`src/rtl/x86_add_encoder_if.sv`:
```
// Stream-side bus of the x86 ADD encoder: descriptor input, start/flush control,
// and the 32-bit valid/ready word output toward the decoder.
interface x86_add_encoder_if;
    logic        i_start;
    logic [31:0] i_start_addr;
    logic        i_instr_valid;
    logic        o_instr_ready;
    logic        i_lock;
    logic        i_opsize16;
    logic [7:0]  i_opcode;
    logic [7:0]  i_modrm;
    logic        i_has_sib;
    logic [7:0]  i_sib;
    logic [2:0]  i_disp_len;
    logic [31:0] i_disp;
    logic [2:0]  i_imm_len;
    logic [31:0] i_imm;
    logic        i_flush;
    logic        o_valid;
    logic [31:0] o_data;
    logic        i_out_ready;
    logic        o_error;
    logic        o_done;
    logic [31:0] o_byte_count;

    modport master (
        output i_start, i_start_addr, i_instr_valid, i_lock, i_opsize16, i_opcode,
               i_modrm, i_has_sib, i_sib, i_disp_len, i_disp, i_imm_len, i_imm,
               i_flush, i_out_ready,
        input  o_instr_ready, o_valid, o_data, o_error, o_done, o_byte_count
    );

    modport slave (
        input  i_start, i_start_addr, i_instr_valid, i_lock, i_opsize16, i_opcode,
               i_modrm, i_has_sib, i_sib, i_disp_len, i_disp, i_imm_len, i_imm,
               i_flush, i_out_ready,
        output o_instr_ready, o_valid, o_data, o_error, o_done, o_byte_count
    );
endinterface

```
`src/rtl/x86_add_encoder.sv`:
```
// Encodes x86 ADD descriptors into a little-endian 32-bit word stream: the start
// address first, then the instruction bytes packed contiguously, padded on flush.
module x86_add_encoder #(
    parameter logic [7:0] PAD_BYTE        = 8'h90,
    parameter int         MAX_INSTR_BYTES = 15
) (
    input logic          i_clk,
    input logic          i_reset,
    x86_add_encoder_if.slave bus
);

    localparam logic [4:0] MAX_LEN = 5'(MAX_INSTR_BYTES);

    typedef enum logic [2:0] {
        IDLE, ADDR, READY, SERIAL, FLUSH, DRAIN, DONE
    } state_t;

    state_t      state_q;
    logic [7:0]  instrBuf_q [15];
    logic [3:0]  len_q;
    logic [3:0]  idx_q;
    logic [1:0]  packCnt_q;
    logic [31:0] wordAcc_q;
    logic [31:0] outData_q;
    logic        outValid_q;
    logic        instrReady_q;
    logic        error_q;
    logic        done_q;
    logic [31:0] byteCount_q;

    logic [7:0]  newBuf_d [15];
    logic [4:0]  instrLen_d;
    logic [3:0]  pos;
    logic        accept;
    logic        outFree;
    logic        lastByte;
    logic [7:0]  curByte;
    logic [31:0] serialWord;
    logic [31:0] padWord;

    assign bus.o_valid       = outValid_q;
    assign bus.o_data        = outData_q;
    assign bus.o_instr_ready = instrReady_q;
    assign bus.o_error       = error_q;
    assign bus.o_done        = done_q;
    assign bus.o_byte_count  = byteCount_q;

    assign outFree  = !outValid_q || bus.i_out_ready;
    assign lastByte = (idx_q == len_q - 4'd1);
    assign curByte  = instrBuf_q[idx_q];

    // Descriptor legality and its byte image in wire order
    always_comb begin
        instrLen_d = 5'(bus.i_lock) + 5'(bus.i_opsize16) + 5'd2 + 5'(bus.i_has_sib)
                   + 5'(bus.i_disp_len) + 5'(bus.i_imm_len);
        accept = (bus.i_disp_len == 3'd0 || bus.i_disp_len == 3'd1 || bus.i_disp_len == 3'd4)
              && (bus.i_imm_len == 3'd0 || bus.i_imm_len == 3'd1 || bus.i_imm_len == 3'd2
                  || bus.i_imm_len == 3'd4)
              && (instrLen_d <= MAX_LEN);
        for (int i = 0; i < 15; i++) newBuf_d[i] = 8'h00;
        pos = 4'd0;
        if (bus.i_lock) begin
            newBuf_d[pos] = 8'hF0;
            pos = pos + 4'd1;
        end
        if (bus.i_opsize16) begin
            newBuf_d[pos] = 8'h66;
            pos = pos + 4'd1;
        end
        newBuf_d[pos] = bus.i_opcode;
        pos = pos + 4'd1;
        newBuf_d[pos] = bus.i_modrm;
        pos = pos + 4'd1;
        if (bus.i_has_sib) begin
            newBuf_d[pos] = bus.i_sib;
            pos = pos + 4'd1;
        end
        for (int k = 0; k < 4; k++) begin
            if (k < int'(bus.i_disp_len)) begin
                newBuf_d[pos] = bus.i_disp[k*8 +: 8];
                pos = pos + 4'd1;
            end
        end
        for (int k = 0; k < 4; k++) begin
            if (k < int'(bus.i_imm_len)) begin
                newBuf_d[pos] = bus.i_imm[k*8 +: 8];
                pos = pos + 4'd1;
            end
        end
    end

    // Accumulator with the current byte merged in, and the pad-filled final word
    always_comb begin
        serialWord = wordAcc_q;
        case (packCnt_q)
            2'd0:    serialWord[7:0]   = curByte;
            2'd1:    serialWord[15:8]  = curByte;
            2'd2:    serialWord[23:16] = curByte;
            default: serialWord[31:24] = curByte;
        endcase
        padWord = wordAcc_q;
        for (int l = 0; l < 4; l++) begin
            if (2'(l) >= packCnt_q) padWord[l*8 +: 8] = PAD_BYTE;
        end
    end

    always_ff @(posedge i_clk) begin
        if (i_reset) begin
            state_q      <= IDLE;
            len_q        <= 4'd0;
            idx_q        <= 4'd0;
            packCnt_q    <= 2'd0;
            wordAcc_q    <= 32'd0;
            outData_q    <= 32'd0;
            outValid_q   <= 1'b0;
            instrReady_q <= 1'b0;
            error_q      <= 1'b0;
            done_q       <= 1'b0;
            byteCount_q  <= 32'd0;
            for (int i = 0; i < 15; i++) instrBuf_q[i] <= 8'h00;
        end else begin
            error_q <= 1'b0;
            done_q  <= 1'b0;
            if (outValid_q && bus.i_out_ready) outValid_q <= 1'b0;
            case (state_q)
                IDLE: begin
                    if (bus.i_start && outFree) begin
                        outData_q   <= bus.i_start_addr;
                        outValid_q  <= 1'b1;
                        byteCount_q <= 32'd0;
                        packCnt_q   <= 2'd0;
                        wordAcc_q   <= 32'd0;
                        state_q     <= ADDR;
                    end
                end
                ADDR: begin
                    if (outValid_q && bus.i_out_ready) begin
                        state_q      <= READY;
                        instrReady_q <= 1'b1;
                    end
                end
                READY: begin
                    // A descriptor wins over a simultaneous flush
                    if (bus.i_instr_valid) begin
                        if (accept) begin
                            instrBuf_q   <= newBuf_d;
                            len_q        <= instrLen_d[3:0];
                            idx_q        <= 4'd0;
                            state_q      <= SERIAL;
                            instrReady_q <= 1'b0;
                        end else begin
                            error_q <= 1'b1;
                        end
                    end else if (bus.i_flush) begin
                        state_q      <= FLUSH;
                        instrReady_q <= 1'b0;
                    end
                end
                SERIAL: begin
                    if (packCnt_q != 2'd3 || outFree) begin
                        if (packCnt_q == 2'd3) begin
                            outData_q  <= serialWord;
                            outValid_q <= 1'b1;
                            wordAcc_q  <= 32'd0;
                        end else begin
                            wordAcc_q <= serialWord;
                        end
                        packCnt_q   <= packCnt_q + 2'd1;
                        byteCount_q <= byteCount_q + 32'd1;
                        idx_q       <= idx_q + 4'd1;
                        if (lastByte) begin
                            state_q      <= READY;
                            instrReady_q <= 1'b1;
                        end
                    end
                end
                FLUSH: begin
                    if (packCnt_q == 2'd0) begin
                        state_q <= DONE;
                        done_q  <= 1'b1;
                    end else if (outFree) begin
                        outData_q  <= padWord;
                        outValid_q <= 1'b1;
                        packCnt_q  <= 2'd0;
                        wordAcc_q  <= 32'd0;
                        state_q    <= DRAIN;
                    end
                end
                DRAIN: begin
                    if (outValid_q && bus.i_out_ready) begin
                        state_q <= DONE;
                        done_q  <= 1'b1;
                    end
                end
                DONE:    state_q <= IDLE;
                default: state_q <= IDLE;
            endcase
        end
    end

endmodule
```
`src/flat_wrapper.sv`:
```
// flat-port wrapper written by rule: the top's interface ports become plain ports
module x86_add_encoder_flat 
#(
    parameter logic [7:0] PAD_BYTE        = 8'h90,
    parameter int         MAX_INSTR_BYTES = 15
)
  (i_clk, i_reset, bus_i_start, bus_i_start_addr, bus_i_instr_valid, bus_i_lock, bus_i_opsize16, bus_i_opcode, bus_i_modrm, bus_i_has_sib, bus_i_sib, bus_i_disp_len, bus_i_disp, bus_i_imm_len, bus_i_imm, bus_i_flush, bus_i_out_ready, bus_o_instr_ready, bus_o_valid, bus_o_data, bus_o_error, bus_o_done, bus_o_byte_count);
  x86_add_encoder_if bus_i ();
  input logic i_clk;
  input logic i_reset;
  input wire logic [$bits(bus_i.i_start)-1:0] bus_i_start;
  input wire logic [$bits(bus_i.i_start_addr)-1:0] bus_i_start_addr;
  input wire logic [$bits(bus_i.i_instr_valid)-1:0] bus_i_instr_valid;
  input wire logic [$bits(bus_i.i_lock)-1:0] bus_i_lock;
  input wire logic [$bits(bus_i.i_opsize16)-1:0] bus_i_opsize16;
  input wire logic [$bits(bus_i.i_opcode)-1:0] bus_i_opcode;
  input wire logic [$bits(bus_i.i_modrm)-1:0] bus_i_modrm;
  input wire logic [$bits(bus_i.i_has_sib)-1:0] bus_i_has_sib;
  input wire logic [$bits(bus_i.i_sib)-1:0] bus_i_sib;
  input wire logic [$bits(bus_i.i_disp_len)-1:0] bus_i_disp_len;
  input wire logic [$bits(bus_i.i_disp)-1:0] bus_i_disp;
  input wire logic [$bits(bus_i.i_imm_len)-1:0] bus_i_imm_len;
  input wire logic [$bits(bus_i.i_imm)-1:0] bus_i_imm;
  input wire logic [$bits(bus_i.i_flush)-1:0] bus_i_flush;
  input wire logic [$bits(bus_i.i_out_ready)-1:0] bus_i_out_ready;
  output wire logic [$bits(bus_i.o_instr_ready)-1:0] bus_o_instr_ready;
  output wire logic [$bits(bus_i.o_valid)-1:0] bus_o_valid;
  output wire logic [$bits(bus_i.o_data)-1:0] bus_o_data;
  output wire logic [$bits(bus_i.o_error)-1:0] bus_o_error;
  output wire logic [$bits(bus_i.o_done)-1:0] bus_o_done;
  output wire logic [$bits(bus_i.o_byte_count)-1:0] bus_o_byte_count;
  assign bus_i.i_start = bus_i_start;
  assign bus_i.i_start_addr = bus_i_start_addr;
  assign bus_i.i_instr_valid = bus_i_instr_valid;
  assign bus_i.i_lock = bus_i_lock;
  assign bus_i.i_opsize16 = bus_i_opsize16;
  assign bus_i.i_opcode = bus_i_opcode;
  assign bus_i.i_modrm = bus_i_modrm;
  assign bus_i.i_has_sib = bus_i_has_sib;
  assign bus_i.i_sib = bus_i_sib;
  assign bus_i.i_disp_len = bus_i_disp_len;
  assign bus_i.i_disp = bus_i_disp;
  assign bus_i.i_imm_len = bus_i_imm_len;
  assign bus_i.i_imm = bus_i_imm;
  assign bus_i.i_flush = bus_i_flush;
  assign bus_i.i_out_ready = bus_i_out_ready;
  assign bus_o_instr_ready = bus_i.o_instr_ready;
  assign bus_o_valid = bus_i.o_valid;
  assign bus_o_data = bus_i.o_data;
  assign bus_o_error = bus_i.o_error;
  assign bus_o_done = bus_i.o_done;
  assign bus_o_byte_count = bus_i.o_byte_count;
  x86_add_encoder #(.PAD_BYTE(PAD_BYTE), .MAX_INSTR_BYTES(MAX_INSTR_BYTES)) u_core (.i_clk(i_clk), .i_reset(i_reset), .bus(bus_i));
endmodule
```
`config.mk`:
```
export PLATFORM = sky130hd
export DESIGN_NAME = x86_add_encoder_flat
export DESIGN_NICKNAME = d
export VERILOG_FILES = /design/src/rtl/x86_add_encoder_if.sv /design/src/rtl/x86_add_encoder.sv /design/src/flat_wrapper.sv
export SDC_FILE = /design/constraint.sdc
export NUM_CORES = 1
export LEC_CHECK = 0
export CAP_MARGIN = 10
export CELL_PAD_IN_SITES_DETAIL_PLACEMENT = 0
export CELL_PAD_IN_SITES_GLOBAL_PLACEMENT = 1
export CORE_ASPECT_RATIO = 2
export CORE_UTILIZATION = 30
export CTS_CLUSTER_DIAMETER = 80
export DETAILED_ROUTE_END_ITERATION = 8
export PLACE_DENSITY_LB_ADDON = 0.1
export SYNTH_ARGS = -nofsm -noshare
export SYNTH_HDL_FRONTEND = slang
export SYNTH_SLANG_ARGS = --single-unit
```
`constraint.sdc`:
```
create_clock -name i_clk -period 10.9 [get_ports i_clk]
set_clock_uncertainty 0.05 [all_clocks]
set_input_delay 3.27 -clock i_clk [delete_from_list [all_inputs] [get_ports i_clk]]
set_output_delay 3.27 -clock i_clk [all_outputs]
set_load 0.01 [all_outputs]
```
==> impl_metrics.yaml <==
pwr:
  ir_drop_v: 0.0001039
  p_per_area_nw_per_um2: 173.8
  p_leak_nw: 9.057
logic_synthesis:
  synth_most_common_cell: "nor2_1"
  muxShareOfSynthArea: 0.1103
  synth_async_sr_flop_share: 0
  synth_top_family_by_area: "compound AO/OA/AOI/OAI gates"
  yosys.area_share.simple: 0.2250
  synth.distinct_cells: 88
  syn_avg_cell_area_um2: 7.202
  synth_seq_cells: 233
  synth_fa_ha_area_frac: 0.02929
  synth_edf_count: 0
  synth_top_area_cell: "dfxtp_1"
  synth-xor-area-share: 0.02560
  syn_nets: 3293
  yosys-top-cells-area: "dfxtp_1 21%, nor2_1 7.3%, mux2i_1 6.3%"
  synth_ff_type: "dfxtp_1"
  synthCells: 3108
  synth-compound-area-share: 0.3421
  ys_seq_area_frac: 0.2084
  netlist_top_cells_count: "434 x nor2_1, 322 x nand2_1, 249 x clkbuf_1, 233 x dfxtp_1, 203 x a21oi_1"
  synth_top_area_share: 0.2084
  syn_area_um2: 22390
  yosys_warnings: 0
clock_network:
  cts_buffers: 23
  cts_hold_buf: 0
  clk_latency_ns: 0.55
  cts_tree: "built"
  cts_max_level: 1
  clock_path_buffers: 3
  cts-root-buf: "clkbuf_16"
  postCtsResizedCells: 0
  postCtsSetupBuffers: 0
  clk_pin_slew_worst_paths_ns: 0.07
  cts_sinks: 233
critical_path:
  path_class: "input pin to flop"
  cp.required_ns: 11.34
  cpMostUsedCell: "ha_1"
  cp-end-kind: "flop"
  cp_max_fo: 14
  cpPeakStageDelay_ns: 0.73
  critPathSlowestCell: "nor4_1"
  cp-start-kind: "input pin"
  ff2ff_path_depth: 10
  path_delay_family: "adder cells"
  r2r-start: "u_core.state_q[0]"
  crit_buf_inv: 3
  rrSetupSlack_ns: 7.25
  worstPathArrival_ns: 10.72
  worst_r2r_endpoint: "u_core.bus.o_byte_count[31]"
sta:
  grt_setup_unrepaired: "no"
  maxSlewViolCount: 0
  post-route-min-period_ns: 10.28
  hold_viol_final: 0
  timing.hold.ws_ns: 0.4112
  tns_ns: 0
  timing.fmax_mhz: 97.30
  slew_headroom: 0.1498
  tightestPinTransition_ns: 1.269
  setup_viol: 0
  fin_crit_sh: 0.9429
finish:
  drive_above_1_share: 0.09014
  final_util: 0.3562
  nFillCells: 7920
  nNetsFinal: 3378
  area_growth_pct: 17.62
global_routing:
  grt_pass1_wl_mm: 187.9
  grt_usage: 0.3434
  antenna_found_initial: 7
  grt_remaining_overflow: 0
  grt_max_degree: 55
  grt_pass1_vias: 25538
floorplanning:
  start_util: 0.3028
  die-area_um2: 75780
  die_w_um: 195.2
  pin_count: 203
  coreArea_um2: 73920
  rows: 141
  die_y_um: 388.3
job:
  cap_violations: 0
route:
  routedWlPerCell_um: 32.14
  ant_nets: 0
  routed_wl_mm: 133.0
  drtIter0Drc: 1819
  drt_first_pass_iters: 5
  drc: 0
  via_count: 25803
  vias_per_cell: 6.236
outcome:
  status: "finished clean"
placement:
  port_buffers: 202
  dpl.hpwl_mm: 107.5
  gp_congestion: 1.011
hold_path:
  min_path_type: "flop to flop"
  holdPathEnd: "u_core.bus.o_data[4]"
  holdCritStartpoint: "u_core.bus.o_data[4]"
  hold_depth: 2
[layout by cell type (no fill, tap or decap), drive strengths merged, types with 31 or more instances in the layout]
master	instances
a22oi	57
nor3	111
nand3	69
a21oi	204
ha	46
mux2i	142
nor2	434
inv	58
a32oi	44
mux4	32
clkdlybuf4s50	201
o21ai	174
a221oi	50
clkbuf	31
o31ai	43
dfxtp	233
buf	149
nand2	322
o211ai	84
and3	31
or3	35
and2	35
a211oi	149
[tightest hold or removal path: cells and delay by family, from the launching register on]
family | cells | cell delay [ns]
flops | 1 | 0.31
simple gates | 1 | 0.05
compound gates | 1 | 0.05
[flip-flops by register name, summed over array words and instances (netlist names), 2 cells and up]
| signal | flops |
|---|---|
| u_core.instrBuf_q | 120 |
| u_core.bus.o_byte_count | 32 |
| u_core.bus.o_data | 32 |
| u_core.wordAcc_q | 32 |
| u_core.idx_q | 4 |
| u_core.len_q | 4 |
| u_core.state_q | 3 |
| u_core.packCnt_q | 2 |
[power breakdown]
group	internal, mW	switching [mW]
Combinational	0.946	1.87
Sequential	0.929	0.0530
Clock	0.408	0.373
Total	2.28	2.29
[per-stage QoR]
step                      power (mW)  setup slack [ns]  instance area, um^2  std cells
final                          4.576            0.6220                26330       4138
after floorplan                2.619             1.657                22390       3108
after detailed placement       3.744            0.1354                25640       4096
after global routing           4.812            0.1834                26320       4135
after global placement         3.724            0.2332                25640       4096
after CTS                      4.534            0.7066                26310       4134
[routing by layer]
metal  track usage  up-vias  routed length [um]
met3       0.04807      491                7047
met4        0.3543        8               15820
met5             0        -                  51
met1        0.3111    12169               41740
met2        0.6331     1285               68350
li1              -    11850                   -
[cell families (layout without fill, tap and decap cells)]
logic type | after synthesis | after routing
simple gates | 1129 | 1129
flops | 233 | 233
xor+xnor | 54 | 54
fa+ha+maj | 50 | 50
other cells | 0 | 3
mux | 202 | 202
buf+inv | 347 | 445
compound gates | 1093 | 1093
[worst max path at each step]
stage	start	to	slack, ns	depth (start not counted)
global route	bus_i_lock	u_core.instrBuf_q[70]	0.18	29
detailed placement	bus_i_lock	u_core.instrBuf_q[44]	0.14	28
finish	bus_i_lock	u_core.instrBuf_q[44]	0.62	28
CTS	bus_i_lock	u_core.instrBuf_q[44]	0.71	28
global placement	bus_i_lock	u_core.instrBuf_q[40]	0.23	28
floorplan	bus_i_opsize16	u_core.instrBuf_q[108]	1.66	29
[final cells by class]
| cell class | count | area [um^2] | area share |
|---|---|---|---|
| inverter | 57 | 214.0 | 0.008126 |
| antenna | 3 | 7.507 | 0.0002851 |
| timing repair buffer | 350 | 3134 | 0.1190 |
| clock inverter | 7 | 38.79 | 0.001473 |
| tap | 929 | 1162 | 0.04415 |
| multi-input combinational | 2528 | 16470 | 0.6255 |
| clock buffer | 31 | 635.6 | 0.02414 |
| sequential | 233 | 4667 | 0.1773 |
(Power assumes the default switching activity.)
